[src/rtl/uart_arb_pkg.sv]
`default_nettype none
// ============================================================================
// Module   : uart_arb_pkg
// Purpose  : Shared types and constants for the UART transmit arbiter:
//            sequencer state encoding, UART register addresses and the
//            baud divisor computation.
// Ports    : none (package)
// Revision : 1.0 - initial release
// ============================================================================
package uart_arb_pkg;

  typedef enum logic [1:0] {
    ST_INIT  = 2'd0,
    ST_IDLE  = 2'd1,
    ST_WRITE = 2'd2,
    ST_GAP   = 2'd3
  } arb_state_e;

  // UART slave register map
  localparam logic [31:0] ADR_DATA = 32'd0;
  localparam logic [31:0] ADR_DIV  = 32'd1;
  localparam logic [31:0] ADR_THRU = 32'd2;

  // 16x oversampling divisor, truncated to the 16-bit divisor register
  function automatic logic [15:0] calc_div(input int clk_freq, input int baud);
    int q;
    q = clk_freq / baud / 16;
    return q[15:0];
  endfunction

endpackage
`default_nettype wire

[src/rtl/rr_arbiter.sv]
`default_nettype none
// ============================================================================
// Module   : rr_arbiter
// Purpose  : Combinational N-way round-robin pick. Searches i_req starting at
//            position i_ptr and wrapping; the first set bit wins.
// Ports    : i_req  [N_REQ]   request vector
//            i_ptr  [IDW]     search start position (< N_REQ)
//            o_gnt  [N_REQ]   one-hot grant (all zero when no request)
//            o_idx  [IDW]     index of the granted request
//            o_any            at least one request present
// Revision : 1.0 - initial release
// ============================================================================
module rr_arbiter #(
  parameter int N_REQ = 4,
  parameter int IDW   = $clog2(N_REQ)
) (
  input  logic [N_REQ-1:0] i_req,
  input  logic [IDW-1:0]   i_ptr,
  output logic [N_REQ-1:0] o_gnt,
  output logic [IDW-1:0]   o_idx,
  output logic             o_any
);

  logic [IDW-1:0] w_pos;

  always_comb begin
    o_gnt = '0;
    o_idx = '0;
    o_any = 1'b0;
    w_pos = '0;
    for (int k = 0; k < N_REQ; k++) begin
      w_pos = IDW'((int'(i_ptr) + k) % N_REQ);
      if (!o_any && i_req[w_pos]) begin
        o_any        = 1'b1;
        o_gnt[w_pos] = 1'b1;
        o_idx        = w_pos;
      end
    end
  end

endmodule
`default_nettype wire

[src/rtl/uart_tx_arbiter.sv]
`default_nettype none
// ============================================================================
// Module   : uart_tx_arbiter
// Purpose  : Bus-master sequencer in front of the UART slave port. Writes the
//            baud divisor after reset, then shares the UART data register
//            between N_REQ byte producers using round-robin arbitration,
//            absorbing TX-FIFO backpressure (ack_i low).
// Ports    : sys_clk, sys_rst (async, active-high)
//            req_valid/req_data/req_last/req_ready : requester byte streams
//            stb_o/we_o/adr_o/dat_o/ack_i          : UART slave bus
//            init_done                              : divisor written (sticky)
//            grant_id                               : last granted requester
// Options  : UART_ARB_LOCK_EN - hold the grant on one requester until it
//            delivers a byte with req_last set (packet lock).
// Revision : 1.0 - initial release
// ============================================================================
module uart_tx_arbiter
  import uart_arb_pkg::*;
#(
  parameter int N_REQ    = 4,
  parameter int CLK_FREQ = 100000000,
  parameter int BAUD     = 115200,
  parameter int DIV      = int'(calc_div(CLK_FREQ, BAUD))
) (
  input  logic                       sys_clk,
  input  logic                       sys_rst,
  input  logic [N_REQ-1:0]           req_valid,
  input  logic [8*N_REQ-1:0]         req_data,
  input  logic [N_REQ-1:0]           req_last,
  output logic [N_REQ-1:0]           req_ready,
  output logic                       stb_o,
  output logic                       we_o,
  output logic [31:0]                adr_o,
  output logic [31:0]                dat_o,
  input  logic                       ack_i,
  output logic                       init_done,
  output logic [$clog2(N_REQ)-1:0]   grant_id
);

  localparam int IDW = $clog2(N_REQ);

  localparam logic [1:0] c_ST_INIT  = 2'(ST_INIT);
  localparam logic [1:0] c_ST_IDLE  = 2'(ST_IDLE);
  localparam logic [1:0] c_ST_WRITE = 2'(ST_WRITE);
  localparam logic [1:0] c_ST_GAP   = 2'(ST_GAP);

  localparam logic [15:0] c_DIV = DIV[15:0];

  logic [1:0]       r_state;
  logic [IDW-1:0]   r_rr_ptr;
  logic [IDW-1:0]   r_grant_id;
  logic             r_stb;
  logic             r_we;
  logic [31:0]      r_adr;
  logic [31:0]      r_dat;
  logic             r_init_done;

  logic [N_REQ-1:0] w_eligible;
  logic [N_REQ-1:0] w_gnt;
  logic [IDW-1:0]   w_win;
  logic             w_any;
  logic             w_idle;
  logic [7:0]       w_win_data;
  logic [IDW-1:0]   w_next_ptr;
  logic             w_advance;

  assign w_idle = (r_state == c_ST_IDLE);

  rr_arbiter #(
    .N_REQ (N_REQ),
    .IDW   (IDW)
  ) u_rr_arbiter (
    .i_req (w_eligible),
    .i_ptr (r_rr_ptr),
    .o_gnt (w_gnt),
    .o_idx (w_win),
    .o_any (w_any)
  );

  // Accept pulse exists only in IDLE, so it is one cycle wide by construction
  assign req_ready = w_idle ? w_gnt : '0;

  always_comb begin
    w_win_data = 8'h00;
    for (int i = 0; i < N_REQ; i++) begin
      if (w_gnt[i]) begin
        w_win_data = req_data[8*i +: 8];
      end
    end
  end

  assign w_next_ptr = (w_win == IDW'(N_REQ - 1)) ? '0 : w_win + 1'b1;

`ifdef UART_ARB_LOCK_EN
  logic           r_lock;
  logic [IDW-1:0] r_lock_id;
  logic           w_win_last;

  always_comb begin
    w_win_last = 1'b0;
    for (int i = 0; i < N_REQ; i++) begin
      if (w_gnt[i]) begin
        w_win_last = req_last[i];
      end
    end
  end

  // While a packet is open only its owner may win
  always_comb begin
    w_eligible = req_valid;
    if (r_lock) begin
      w_eligible            = '0;
      w_eligible[r_lock_id] = req_valid[r_lock_id];
    end
  end

  // The pointer moves on only when a packet closes
  assign w_advance = w_win_last;

  always_ff @(posedge sys_clk or posedge sys_rst) begin
    if (sys_rst) begin
      r_lock    <= 1'b0;
      r_lock_id <= '0;
    end else if (w_idle && w_any) begin
      r_lock    <= ~w_win_last;
      r_lock_id <= w_win;
    end
  end
`else
  logic w_unused_last;
  assign w_unused_last = ^req_last;
  assign w_eligible    = req_valid;
  assign w_advance     = 1'b1;
`endif

  always_ff @(posedge sys_clk or posedge sys_rst) begin
    if (sys_rst) begin
      r_state     <= c_ST_INIT;
      r_rr_ptr    <= '0;
      r_grant_id  <= '0;
      r_stb       <= 1'b0;
      r_we        <= 1'b0;
      r_adr       <= '0;
      r_dat       <= '0;
      r_init_done <= 1'b0;
    end else begin
      case (r_state)
        c_ST_INIT: begin
          if (r_stb && ack_i) begin
            r_stb       <= 1'b0;
            r_we        <= 1'b0;
            r_init_done <= 1'b1;
            r_state     <= c_ST_GAP;
          end else begin
            // Strobe rises on the first clock after reset release
            r_stb <= 1'b1;
            r_we  <= 1'b1;
            r_adr <= ADR_DIV;
            r_dat <= {16'h0000, c_DIV};
          end
        end
        c_ST_IDLE: begin
          if (w_any) begin
            r_stb      <= 1'b1;
            r_we       <= 1'b1;
            r_adr      <= ADR_DATA;
            r_dat      <= {24'h000000, w_win_data};
            r_grant_id <= w_win;
            if (w_advance) begin
              r_rr_ptr <= w_next_ptr;
            end
            r_state    <= c_ST_WRITE;
          end
        end
        c_ST_WRITE: begin
          // Bus registers are left untouched while the slave stalls
          if (ack_i) begin
            r_stb   <= 1'b0;
            r_we    <= 1'b0;
            r_state <= c_ST_GAP;
          end
        end
        c_ST_GAP: begin
          r_state <= c_ST_IDLE;
        end
        default: begin
          r_stb   <= 1'b0;
          r_we    <= 1'b0;
          r_state <= c_ST_INIT;
        end
      endcase
    end
  end

  assign stb_o     = r_stb;
  assign we_o      = r_we;
  assign adr_o     = r_adr;
  assign dat_o     = r_dat;
  assign init_done = r_init_done;
  assign grant_id  = r_grant_id;

endmodule
`default_nettype wire

[config.mk]
export PLATFORM = sky130hd
export DESIGN_NAME = uart_tx_arbiter
export DESIGN_NICKNAME = d
export VERILOG_FILES = /design/src/rtl/uart_arb_pkg.sv /design/src/rtl/rr_arbiter.sv /design/src/rtl/uart_tx_arbiter.sv
export SDC_FILE = /design/constraint.sdc
export NUM_CORES = 1
export LEC_CHECK = 0
export ABC_AREA = 1
export CORE_ASPECT_RATIO = 0.6
export CORE_MARGIN = 2
export CORE_UTILIZATION = 43
export DETAILED_ROUTE_END_ITERATION = 7
export PLACE_DENSITY = 0.87
export SLEW_MARGIN = 20
export SYNTH_ARGS = -nofsm -noshare
export SYNTH_HDL_FRONTEND = slang
export SYNTH_SLANG_ARGS = --single-unit
[constraint.sdc]
create_clock -name sys_clk -period 4.75 [get_ports sys_clk]
set_input_delay 0.95 -clock sys_clk [delete_from_list [all_inputs] [get_ports sys_clk]]
set_output_delay 0.95 -clock sys_clk [all_outputs]
set_load 0.01 [all_outputs]
# Word-level counts from Yosys, hierarchy flattened
# Cells that the tools add are included.
[totals]
reg_bits = 72
input_bits = 43
out_inout_bits = 73
word_cells = 97
[op_classes]
add_sub_neg = 4
n_lt_le_gt_ge = 8
n_eq_ne = 8
n_mux = 48
bitwise_logic = 3
reduce_logical = 19
[op_table]
columns = ["operator", "count"]
rows = [
  ["two-way mux 32 bit", 4],
  ["case mux 32 bit (2 select lines)", 2],
  ["two-way mux 8 bit", 4],
  ["two-way mux 4 bit", 5],
  ["two-way mux 2 bit", 8],
  ["two-way mux 1 bit", 15],
  ["< comparator 2 x 3 -> 1 bit (second input constant)", 4],
  ["OR 4 bit", 3],
  ["AND reduction 3 bit", 3],
  ["binary-select mux 1 bit (select 2 bit)", 4],
  ["demux 1 bit (select 2 bit)", 4],
  ["greater-or-equal comparator 2 x 1 -> 1 bit (second input constant)", 4],
  ["logical AND 1 bit", 8],
  ["case mux 2 bit (4 select lines)", 1],
  ["equality test 2 bit (second input constant)", 3],
  ["inequality test 2 bit (second input constant)", 3],
  ["adder 2 x 1 -> 2 bit (second input constant)", 2],
  ["adder 2 bit (second input constant)", 2],
  ["AND reduction 2 bit", 2],
  ["zero test 1 bit", 3],
  ["case mux 1 bit (3 select lines)", 1],
  ["nonzero test 3 bit", 1],
  ["equality test 2 x 1 -> 1 bit (second input constant)", 1],
  ["zero test 2 bit", 1],
  ["other kinds (2)", 2],
]

# Longest topological paths before layout
# Gate-level depths: netlist of the first run.
[depth]
word_depth = 18
ltp_mapped = 17
mapped_depth_nobuf = 16

# Cells and area by module
# A second synthesis of the first run with hierarchy kept.
[hier_totals]
cells_unflattened = 303
area_unflattened_um2 = 2065.7
[by_module_without_submodules]
columns = ["module", "instances", "cells_per_inst", "area_per_inst_um2", "seq_area_each_um2"]
rows = [
  ["uart_tx_arbiter", 1, 229, 1625.3, 425.4],
  ["rr_arbiter", 1, 74, 440.4, 0.0],
]

# Least setup slack after synthesis of the first run
# OpenSTA, ideal clock, no wires.
[synth_timing]
path_type = "input-to-output"
startpoint = "input port req_valid[2]"
endpoint = "output port req_ready[2]"
t_arrival_ps = 1984
setup_slack_ps = 1816
cell_stages = 12
cell_sequence = "inv_1 -> nand2_4 -> nand2_1 -> nand2_2 -> nand2_4 -> inv_2 -> nor2_4 -> nand3_1 -> nand3_2 -> buf_4 -> nand2_1 -> inv_1"
[synth_via]
elab_chain_cells = 13
word_cells_on_any_way = 25
[synth_rtl]
columns = ["item", "line", "rtl"]
rows = [
  ["start, declared", "uart_tx_arbiter.sv:27", "input logic [N_REQ-1:0] req_valid,"],
  ["binary-select mux 1 bit (select 2 bit)", "rr_arbiter.sv:33", "if (!o_any && i_req[w_pos]) begin"],
  ["two-way mux 1 bit (implied by the code)", "rr_arbiter.sv:33", ""],
  ["two-way mux 1 bit", "rr_arbiter.sv:33", ""],
  ["zero test 1 bit", "rr_arbiter.sv:33", ""],
  ["logical AND 1 bit", "rr_arbiter.sv:33", ""],
  ["two-way mux 1 bit", "rr_arbiter.sv:33", ""],
  ["zero test 1 bit", "rr_arbiter.sv:33", ""],
  ["logical AND 1 bit", "rr_arbiter.sv:33", ""],
  ["two-way mux 1 bit", "rr_arbiter.sv:33", ""],
  ["zero test 1 bit", "rr_arbiter.sv:33", ""],
  ["logical AND 1 bit", "rr_arbiter.sv:33", ""],
  ["two-way mux 4 bit *", "rr_arbiter.sv:33", ""],
  ["two-way mux 4 bit *", "uart_tx_arbiter.sv:81", "assign req_ready = w_idle ? w_gnt : '0;"],
  ["end, declared", "uart_tx_arbiter.sv:30", "output logic [N_REQ-1:0] req_ready,"],
]
# Every way passes the cells marked *; elsewhere a longest branch is shown, timed or not. The select of a mux whose other input is x is not followed.

# Worst setup path in the final report of the first run
[layout_timing]
startpoint = "input port req_valid[3]"
endpoint = "output port req_ready[2]"
# The elaborated chain is that of the path after synthesis.

==> results of run 1 <==
## cells by family (layout without fill, tap and decap cells)
family | count (synthesis) | in the layout
adders and majority gates | 13 | 13
buffers and inverters | 98 | 100
xor gates and xnor gates | 1 | 1
DFF | 17 | 17
AOI/OAI and AO/OA | 40 | 40
and+or+nand+nor | 142 | 142
other | 1 | 55
## Yosys cell counts (3+ instances only)
cell,count,share of area (%)
ha_1,13,7.6
o21ai_0,7,1.6
nand2_4,9,4.7
buf_4,57,20
nand2_1,91,16
nand3_1,16,3.7
nand2_2,8,2.3
nor2_1,3,0.52
nor2_4,4,2.1
inv_2,5,0.87
dfrtp_1,17,20
o21ai_1,6,1.4
inv_1,33,5.8
a21oi_1,21,4.9
nand3_2,3,1.4
## state kept, by name, summed over array words and instances (netlist names), named ones only
register / count
dat_o: 8
grant_id: 2
r_state: 2
adr_o: 1
init_done: 1
r_rr_ptr: 1
we_o: 1
## final cells by class
class,count,area [um2]
flip-flops and latches,17,425
well taps,63,78.8
inverters,39,151
multi-input cells,251,1330
fillers,452,2080
repair buffers,57,568
clock buffers,4,45.0
## path summary, 6_finish.rpt
kind	start	to	slack, ns	cells past startpoint
max reg2reg	register	dat_o[4]$_DFFE_PP0P_	2.12	16
min	init_done$_DFFE_PP0P_	init_done$_DFFE_PP0P_	0.46	1
max	req_valid[3]	req_ready[2]	0.65	13
min in group asynchronous	sys_rst	grant_id[1]$_DFFE_PP0P_	1.09	2
min reg2reg	init_done$_DFFE_PP0P_	init_done$_DFFE_PP0P_	0.46	1
max in group asynchronous	sys_rst	dat_o[1]$_DFFE_PP0P_	3.24	2
## power breakdown
group          switching (uW)  total (uW)  internal (uW)
logic                     929        1480            548
registers                75.8         296            221
clock network            49.9         110           59.6
## metal layers
layer	up-vias	track usage, %	part of all wire (%)
li1	973	-	-
met1	855	23.7	45
met2	70	26.4	46
met3	7	4.61	8.4
met4	0	3.31	0.57
met5	-	0	0
## metrics by stage
step / cells / hold WS, ns / setup WS (ns)
finish: 431 / 0.464 / 0.646
global route: 431 / 0.504 / 0.463
CTS: 431 / 0.470 / 0.648
detailed placement: 427 / 0.455 / 0.650
global placement: 427 / 0.454 / 0.759
floorplan: 366 / 0.512 / 1.82
==> flow_metrics.env, run 1 <==
export IMPL_clock_path_buffers=2
export IMPL_finish_net_count=425
export IMPL_setup_worst_path_end_class="output port"
export IMPL_design_die_area_mm2=0.00560
export IMPL_syn_area_mm2=0.00215
export IMPL_timing_critical_path_arrival_ns=3.15
export IMPL_report_power_total_uw=1880
export IMPL_finalHoldViolCount=0
export IMPL_cts_htree_levels=1
export IMPL_fp_coreArea_mm2=0.00468
export IMPL_worstSetupPathType="in2out"
export IMPL_synth_warnings=0
export IMPL_postPlaceCellArea_mm2=0.00256
export IMPL_grt_overflow_total=0
export IMPL_clk_insertion_delay_late_ns=0.25
export IMPL_synth_xor_xnor_area_share_pct=0.407
export IMPL_post_route_cells_drive_above_1_share_pct=11.4
export IMPL_cts_inserted_buffers=3
export IMPL_worst_endpoint_required_ns=3.80
export IMPL_layout_cells_most_common="nand2_1"
export IMPL_clock_sink_count=17
export IMPL_synth_cell_type_count=30
export IMPL_power_density_normalized_to_cell_area_mw_per_mm2=724
export IMPL_final_design_area_no_fill_mm2=0.00260
export IMPL_detailed_route_via_count=1905
export IMPL_layout_common_cells="nand2_1 (91), clkdlybuf4s50_1 (56), conb_1 (55)"
export IMPL_detail_route_wl_per_cell_um=11.5
export IMPL_ys_seq_area_share_pct=19.8
export IMPL_via_density_per_instance=4.42
export IMPL_postRouteWirelength_um=4950
export IMPL_unrepaired_setup_endpoints_after_global_routing="false"
export IMPL_worst_path_max_fanout=16
export IMPL_hold_buffers=0
export IMPL_synth_area_mux_share_pct=0
export IMPL_maxCapViolCount=0
export IMPL_fin_worst_skew_ns=0.00222
export IMPL_track_usage_pct=16.9
export IMPL_critPathLaunchType="primary input"
export IMPL_die_x_um=95.3
export IMPL_cp_top_family="buffers and inverters"
export IMPL_power_leakage_uw=0.00144
export IMPL_ctsRootBufferMaster="clkbuf_8"
export IMPL_place_detailed_hpwl_um=3990
export IMPL_detail_route_antenna_nets=0
export IMPL_utilization_pct=55.6
export IMPL_drcViolationCount=0
export IMPL_netlist_instances=312
export IMPL_synth_top_family_by_area="simple AND/OR/NAND/NOR gates"
export IMPL_max_stage_delay_ns=0.55
export IMPL_timing_setup_tns_ns=0
export IMPL_crit_chain="clkdlybuf4s50_1 -> inv_1 -> nand2_2 -> nand2_1 -> nand2_2 -> nand2_4 -> inv_2 -> nor2_4 -> nand3_1 -> nand3_2 -> nand2_1 -> inv_1 -> clkdlybuf4s50_1"
export IMPL_rows=19
export IMPL_first_global_vias=1614
export IMPL_postSynthAreaPerCell_um2=6.89
export IMPL_min_period_over_period_pct=86.4
export IMPL_grt_first_pass_wirelength_um=7380
export IMPL_grt_antenna_before_repair=0
export IMPL_ios=116
export IMPL_postSynth_topFlopCell="dfrtp_1"
export IMPL_drt_iter0_drc=125
export IMPL_insertedDiodeCount=0
export IMPL_post_cts_resize_count=0
export IMPL_place_gp_congestion=0.983
export IMPL_synth_compound_gate_area_share_pct=10.2
export IMPL_initial_utilization_pct=45.9
export IMPL_synth_edf_count=0
export IMPL_yosys_area_share_simple_pct=34.2
export IMPL_detail_route_first_pass_iterations=4
export IMPL_cts_tree="done"
export IMPL_timing_slew_headroom_pct=55.7
export IMPL_buffer_ports_inserted=56
export IMPL_crit_slowest_cell="clkdlybuf4s50_1"
export IMPL_synthArstFlopShare_pct=100
export IMPL_ys_seq_elements=17
export IMPL_cp_num_buf_inv=5
export IMPL_final_min_clock_period_ns=4.10
export IMPL_finalSetupViolations=0
export IMPL_run_status="completed"
export IMPL_peakVddDrop_mv=0.394
export IMPL_timing_max_transition_violations_final=0
export IMPL_timing_hold_worst_class="reg2reg"
export IMPL_postCtsSetupBuffers=0
export IMPL_maximum_number_of_pins_on_one_net_before_global_route_repair=18
export IMPL_fmax_mhz=244
export IMPL_syn_to_final_growth_pct=21.0
export IMPL_dieHeight_um=58.8
export IMPL_worstMarginPinSlew_ns=0.664
export IMPL_synth_adder_area_share_pct=7.56
export IMPL_clk_pin_slew_ns=0.06
No activity file was read; power rests on OpenSTA's default activity.
==> inputs of run 2 (changes only) <==
--- a/config.mk
+++ b/config.mk
@@ -6,11 +6,11 @@
 export NUM_CORES = 1
 export LEC_CHECK = 0
 export ABC_AREA = 1
-export CORE_ASPECT_RATIO = 0.6
 export CORE_MARGIN = 2
 export CORE_UTILIZATION = 43
 export DETAILED_ROUTE_END_ITERATION = 7
 export PLACE_DENSITY = 0.87
+export SKIP_CTS_REPAIR_TIMING = 1
 export SLEW_MARGIN = 20
 export SYNTH_ARGS = -nofsm -noshare
 export SYNTH_HDL_FRONTEND = slang
==> run 2 against run 1 <==
  * Critical path depth is 2 lower
  * Core utilization is 1.2 points lower
  * Register-to-register slack hardly changed
  * Non-clock buffer count is 1 lower
  * First-iteration DRC count is 26% lower
  * Clock power hardly changed
  * Global-route usage is 0.81 points lower
  * Die area is 0.32% lower
  * Final area hardly changed
  * Sequential power hardly changed
  * Flip-flop and latch count stayed put
  * Combinational power hardly changed
  * Largest cell class unchanged
==> flow_metrics.env, run 2 (synthesis gave the netlist of run 1 again) <==
export IMPL_final_min_clock_period_ns=4.04
export IMPL_crit_chain="clkdlybuf4s50_1 -> inv_1 -> nand2_2 -> nand3_4 -> nand2_4 -> nor2_4 -> a21oi_1 -> nand3_1 -> nand2_1 -> inv_1 -> clkdlybuf4s50_1"
export IMPL_buffer_ports_inserted=56
export IMPL_finalSetupViolations=0
export IMPL_clock_sink_count=17
export IMPL_grt_overflow_total=0
export IMPL_reg2regPathDepth=14
export IMPL_hold_depth=1
export IMPL_fin_worst_skew_ns=0.00302
export IMPL_timing_setup_tns_ns=0
export IMPL_run_status="completed"
export IMPL_via_density_per_instance=4.38
export IMPL_detail_route_wl_per_cell_um=10.8
export IMPL_track_usage_pct=16.1
export IMPL_timing_hold_ws_ns=0.469
export IMPL_clk_pin_slew_ns=0.06
export IMPL_initial_utilization_pct=44.9
export IMPL_clock_path_buffers=2
export IMPL_finalHoldViolCount=0
export IMPL_worst_path_max_fanout=9
export IMPL_layout_common_cells="nand2_1 (91), clkdlybuf4s50_1 (56), conb_1 (55)"
export IMPL_cts_tree="done"
export IMPL_die_x_um=74.7
export IMPL_rows=25
export IMPL_worstSetupPathType="in2out"
export IMPL_ios=116
export IMPL_cts_htree_levels=1
export IMPL_min_period_over_period_pct=85.0
export IMPL_ctsRootBufferMaster="clkbuf_8"
export IMPL_fp_coreArea_mm2=0.00479
export IMPL_dieHeight_um=74.7
export IMPL_first_global_vias=1737
export IMPL_largest_register_ffs=8
export IMPL_crit_slowest_cell="clkdlybuf4s50_1"
export IMPL_maximum_number_of_pins_on_one_net_before_global_route_repair=18
export IMPL_timing_critical_path_arrival_ns=3.09
export IMPL_grt_antenna_before_repair=0
export IMPL_peakVddDrop_mv=0.266
export IMPL_grt_first_pass_wirelength_um=7210
export IMPL_insertedDiodeCount=0
export IMPL_timing_slew_headroom_pct=54.7
export IMPL_place_detailed_hpwl_um=3760
export IMPL_drcViolationCount=0
export IMPL_fmax_mhz=248
export IMPL_power_density_normalized_to_cell_area_mw_per_mm2=713
export IMPL_power_leakage_uw=0.00143
export IMPL_design_die_area_mm2=0.00558
export IMPL_clk_insertion_delay_late_ns=0.25
export IMPL_maxCapViolCount=0
export IMPL_detailed_route_via_count=1903
export IMPL_timing_max_transition_violations_final=0
export IMPL_drt_iter0_drc=93
export IMPL_final_fill_count=466
export IMPL_post_route_cells_drive_above_1_share_pct=11.2
export IMPL_place_gp_congestion=0.841
export IMPL_layout_cells_most_common="nand2_1"
export IMPL_cts_inserted_buffers=3
export IMPL_postRouteWirelength_um=4670
export IMPL_max_stage_delay_ns=0.52
export IMPL_timing_hold_worst_class="reg2reg"
export IMPL_detail_route_first_pass_iterations=4
export IMPL_syn_to_final_growth_pct=20.9
export IMPL_worstMarginPinSlew_ns=0.679
export IMPL_critPathLaunchType="primary input"
export IMPL_finish_net_count=424
export IMPL_setup_worst_path_end_class="output port"
export IMPL_utilization_pct=54.3
export IMPL_detail_route_antenna_nets=0
export IMPL_unrepaired_setup_endpoints_after_global_routing="false"
export IMPL_worst_endpoint_required_ns=3.80
run 2: cell types whose count changed in the layout (fill, tap and decap cells not counted), sizes merged:
cell	delta
buf	-1
run 2: layer usage:
layer	wire length [um]	GRT usage, %
met4	0	1.59
met1	1970	18.9
met5	0	0
met2	2320	30.0
met3	376	4.69
run 2: final timing paths:
check                                 startpoint                    end  slack, ns
hold reg to reg            init_done$_DFFE_PP0P_  init_done$_DFFE_PP0P_       0.47
max in group asynchronous                sys_rst   adr_o[0]$_DFFE_PP0P_       3.22
min in group asynchronous                sys_rst   dat_o[6]$_DFFE_PP0P_       1.09
setup reg to reg                        register   dat_o[6]$_DFFE_PP0P_       2.13
hold / removal             init_done$_DFFE_PP0P_  init_done$_DFFE_PP0P_       0.47
setup / recovery                    req_valid[3]           req_ready[0]       0.71
run 2: power by group:
| part | leakage [uW] | total [uW] | switching, uW | internal, uW |
|---|---|---|---|---|
| combinational | 0.00120 | 1450 | 909 | 537 |
| sequential | 0.000204 | 298 | 77.5 | 221 |
| clock | 0.0000228 | 110 | 50.3 | 59.6 |
| total | 0.00143 | 1850 | 1040 | 817 |
run 2: worst max-delay path, delay by kind of cell:
family / cells / cell delay (ns)
buffers and inverters: 4 / 1.10
AOI/OAI and AO/OA: 1 / 0.12
and+or+nand+nor: 6 / 0.91
run 2: final cells by class:
cell class,count,area (um2),area share [%]
multi-input cells,251,1330,51.3
flip-flops and latches,17,425,16.4
repair buffers,56,561,21.6
inverters,39,151,5.82
clock buffers,4,45.0,1.73
well taps,67,83.8,3.22
run 2: stage by stage:
stage	cells	cell area [um2]	power (uW)	setup WS (ns)
after floorplan	366	2350	1400	1.82
after global placement	430	2550	1680	0.773
after detailed placement	430	2550	1740	0.724
after CTS	434	2600	1850	0.723
after global routing	434	2600	2080	0.500
final	434	2600	1850	0.711
==> inputs of run 3 (changes only) <==
--- a/config.mk
+++ b/config.mk
@@ -9,7 +9,7 @@
 export CORE_MARGIN = 2
 export CORE_UTILIZATION = 43
 export DETAILED_ROUTE_END_ITERATION = 7
-export PLACE_DENSITY = 0.87
+export PLACE_DENSITY = 0.93
 export SKIP_CTS_REPAIR_TIMING = 1
 export SLEW_MARGIN = 20
 export SYNTH_ARGS = -nofsm -noshare
==> run 3 against run 2 <==
  * Critical path depth is 1 higher
  * Die area unchanged
  * Final area about the same
==> flow_metrics.env, run 3 (synthesis gave the netlist of run 1 again) <==
export IMPL_place_detailed_hpwl_um=3860
export IMPL_fp_coreArea_mm2=0.00479
export IMPL_maximum_number_of_pins_on_one_net_before_global_route_repair=18
export IMPL_postRouteWirelength_um=4730
export IMPL_detailed_route_via_count=1920
export IMPL_cts_tree="done"
export IMPL_via_density_per_instance=4.42
export IMPL_power_density_normalized_to_cell_area_mw_per_mm2=715
export IMPL_crit_slowest_cell="clkdlybuf4s50_1"
export IMPL_place_gp_congestion=0.886
export IMPL_worstMarginPinSlew_ns=0.662
export IMPL_clock_sink_count=17
export IMPL_report_power_total_uw=1860
export IMPL_setup_worst_path_end_class="output port"
export IMPL_finalHoldViolCount=0
export IMPL_worstSetupPathType="in2out"
export IMPL_timing_final_ws_setup_ns=0.722
export IMPL_switchingPower_uw=1040
export IMPL_critPathLaunchType="primary input"
export IMPL_placedCellCount=430
export IMPL_dieHeight_um=74.7
export IMPL_reg2regPathDepth=16
export IMPL_min_delay_startpoint="init_done$_DFFE_PP0P_"
export IMPL_p_comb_share_pct=78.0
export IMPL_timing_max_transition_violations_final=0
export IMPL_detail_route_antenna_nets=0
export IMPL_dp_slack_ns=0.724
export IMPL_final_fill_count=448
export IMPL_worst_endpoint_required_ns=3.80
export IMPL_cp_num_buf_inv=4
export IMPL_fmax_mhz=248
export IMPL_ios=116
export IMPL_r2r_end="dat_o[2]$_DFFE_PP0P_"
export IMPL_power_share_clock_pct=6.0
export IMPL_p_int_uw=815
export IMPL_grt_overflow_total=0
export IMPL_detail_route_first_pass_iterations=4
export IMPL_max_stage_delay_ns=0.53
export IMPL_p_sw_share_pct=56.2
export IMPL_worst_path_stages=12
export IMPL_timing_hold_worst_class="reg2reg"
export IMPL_largest_register_ffs=8
export IMPL_layout_cells_most_common="nand2_1"
export IMPL_ctsRootBufferMaster="clkbuf_8"
export IMPL_run_status="completed"
export IMPL_cts_inserted_buffers=3
export IMPL_min_to="init_done$_DFFE_PP0P_"
export IMPL_finished_layout_cells=434
export IMPL_peakVddDrop_mv=0.330
export IMPL_timing_critical_path_mode_cell="nand2_1"
export IMPL_drt_iter0_drc=49
export IMPL_finalSetupViolations=0
export IMPL_die_x_um=74.7
export IMPL_worst_path_max_fanout=9
export IMPL_cts_htree_levels=1
export IMPL_grt_antenna_before_repair=0
export IMPL_timing_slew_headroom_pct=55.8
export IMPL_p_seq_share_pct=16.0
export IMPL_worst_reg_to_reg_setup_slack_ns=2.13
export IMPL_syn_to_final_growth_pct=20.9
export IMPL_crit_chain="clkdlybuf4s50_1 -> nand2_1 -> nand2_1 -> nand2_1 -> nand2_1 -> inv_2 -> nor2_4 -> nand2_2 -> nand2_4 -> nand2_4 -> inv_1 -> clkdlybuf4s50_1"
export IMPL_clk_insertion_delay_late_ns=0.26
export IMPL_fin_worst_skew_ns=0.00630
export IMPL_grt_first_pass_wirelength_um=7170
export IMPL_cp_top_family="buffers and inverters"
export IMPL_final_min_clock_period_ns=4.03
export IMPL_unrepaired_setup_endpoints_after_global_routing="false"
export IMPL_hold_depth=1
export IMPL_timing_setup_tns_ns=0
export IMPL_buffer_ports_inserted=56
export IMPL_timing_hold_ws_ns=0.472
export IMPL_finish_net_count=424
export IMPL_min_period_over_period_pct=84.8
export IMPL_insertedDiodeCount=0
export IMPL_first_global_vias=1723
export IMPL_maxCapViolCount=0
export IMPL_layout_common_cells="nand2_1 (91), clkdlybuf4s50_1 (56), conb_1 (55)"
export IMPL_detail_route_wl_per_cell_um=10.9
export IMPL_clk_pin_slew_ns=0.07
export IMPL_drcViolationCount=0
export IMPL_track_usage_pct=16.3
export IMPL_design_die_area_mm2=0.00558
export IMPL_initial_utilization_pct=44.9
export IMPL_rows=25
export IMPL_power_leakage_uw=0.00143
export IMPL_clock_path_buffers=2
export IMPL_timing_critical_path_arrival_ns=3.08
export IMPL_post_route_cells_drive_above_1_share_pct=11.4
==> run 3: cell types whose count changed in the layout (fill, tap and decap cells not counted), sizes merged <==
| cell | previous run | this run |
|---|---|---|
| clkbuf | 4 | 3 |
| clkinv | 0 | 1 |
==> run 3: worst max path at each step <==
stage,from,endpoint
after floorplan,req_valid[2],req_ready[2]
after global placement,req_valid[3],req_ready[2]
after detailed placement,req_valid[0],req_ready[3]
after CTS,req_valid[0],req_ready[3]
after global routing,req_valid[0],req_ready[3]
final,req_valid[0],req_ready[3]
==> run 3: power groups by stage <==
stage	clock (uW)	sequential (uW)	combinational, uW
2_1_floorplan	0	302	1100
3_3_place_gp	0	294	1400
3_5_place_dp	0	300	1440
4_1_cts	110	297	1450
5_1_grt	118	309	1640
6_report	111	298	1450
==> run 3: per-stage QoR <==
step                      cell area [um2]  util (%)
after floorplan                      2350         -
after global placement               2550      53.4
after detailed placement             2550      53.4
after CTS                            2600      54.4
after global routing                 2600      54.4
final                                2600      54.4
==> run 3: worst reg2reg max path: stages (launching register included) <==
cell and delay [ns]:
dfrtp_1 0.67, inv_6 0.11, ha_1 0.38, inv_1 0.11, nand3_1 0.09, nand2_2 0.09, nand3_1 0.13, nor2_4 0.14
nand2_2 0.07, nand2_4 0.10, nor2_2 0.07, nor2_4 0.20, inv_2 0.08, o21ai_1 0.10, inv_1 0.05, nand2_1 0.05
nand2_1 0.05
==> run 3: metal layers <==
layer  GRT usage [%]  vias to the layer above  share of wire, %
met1            18.9                      860                40
met2            31.0                       82                50
met5               0                        -                 0
met3            3.48                       10               8.4
met4            2.78                        0               1.5
li1                -                      968                 -
==> run 3: layout make-up <==
cell class | count | area [um2] | area share [%]
clock buffer | 3 | 41.3 | 1.59
clock inverter | 1 | 5.00 | 0.192
inverter | 39 | 151 | 5.82
multi-input combinational | 251 | 1330 | 51.3
sequential | 17 | 425 | 16.4
tap | 67 | 83.8 | 3.22
timing repair buffer | 56 | 561 | 21.5
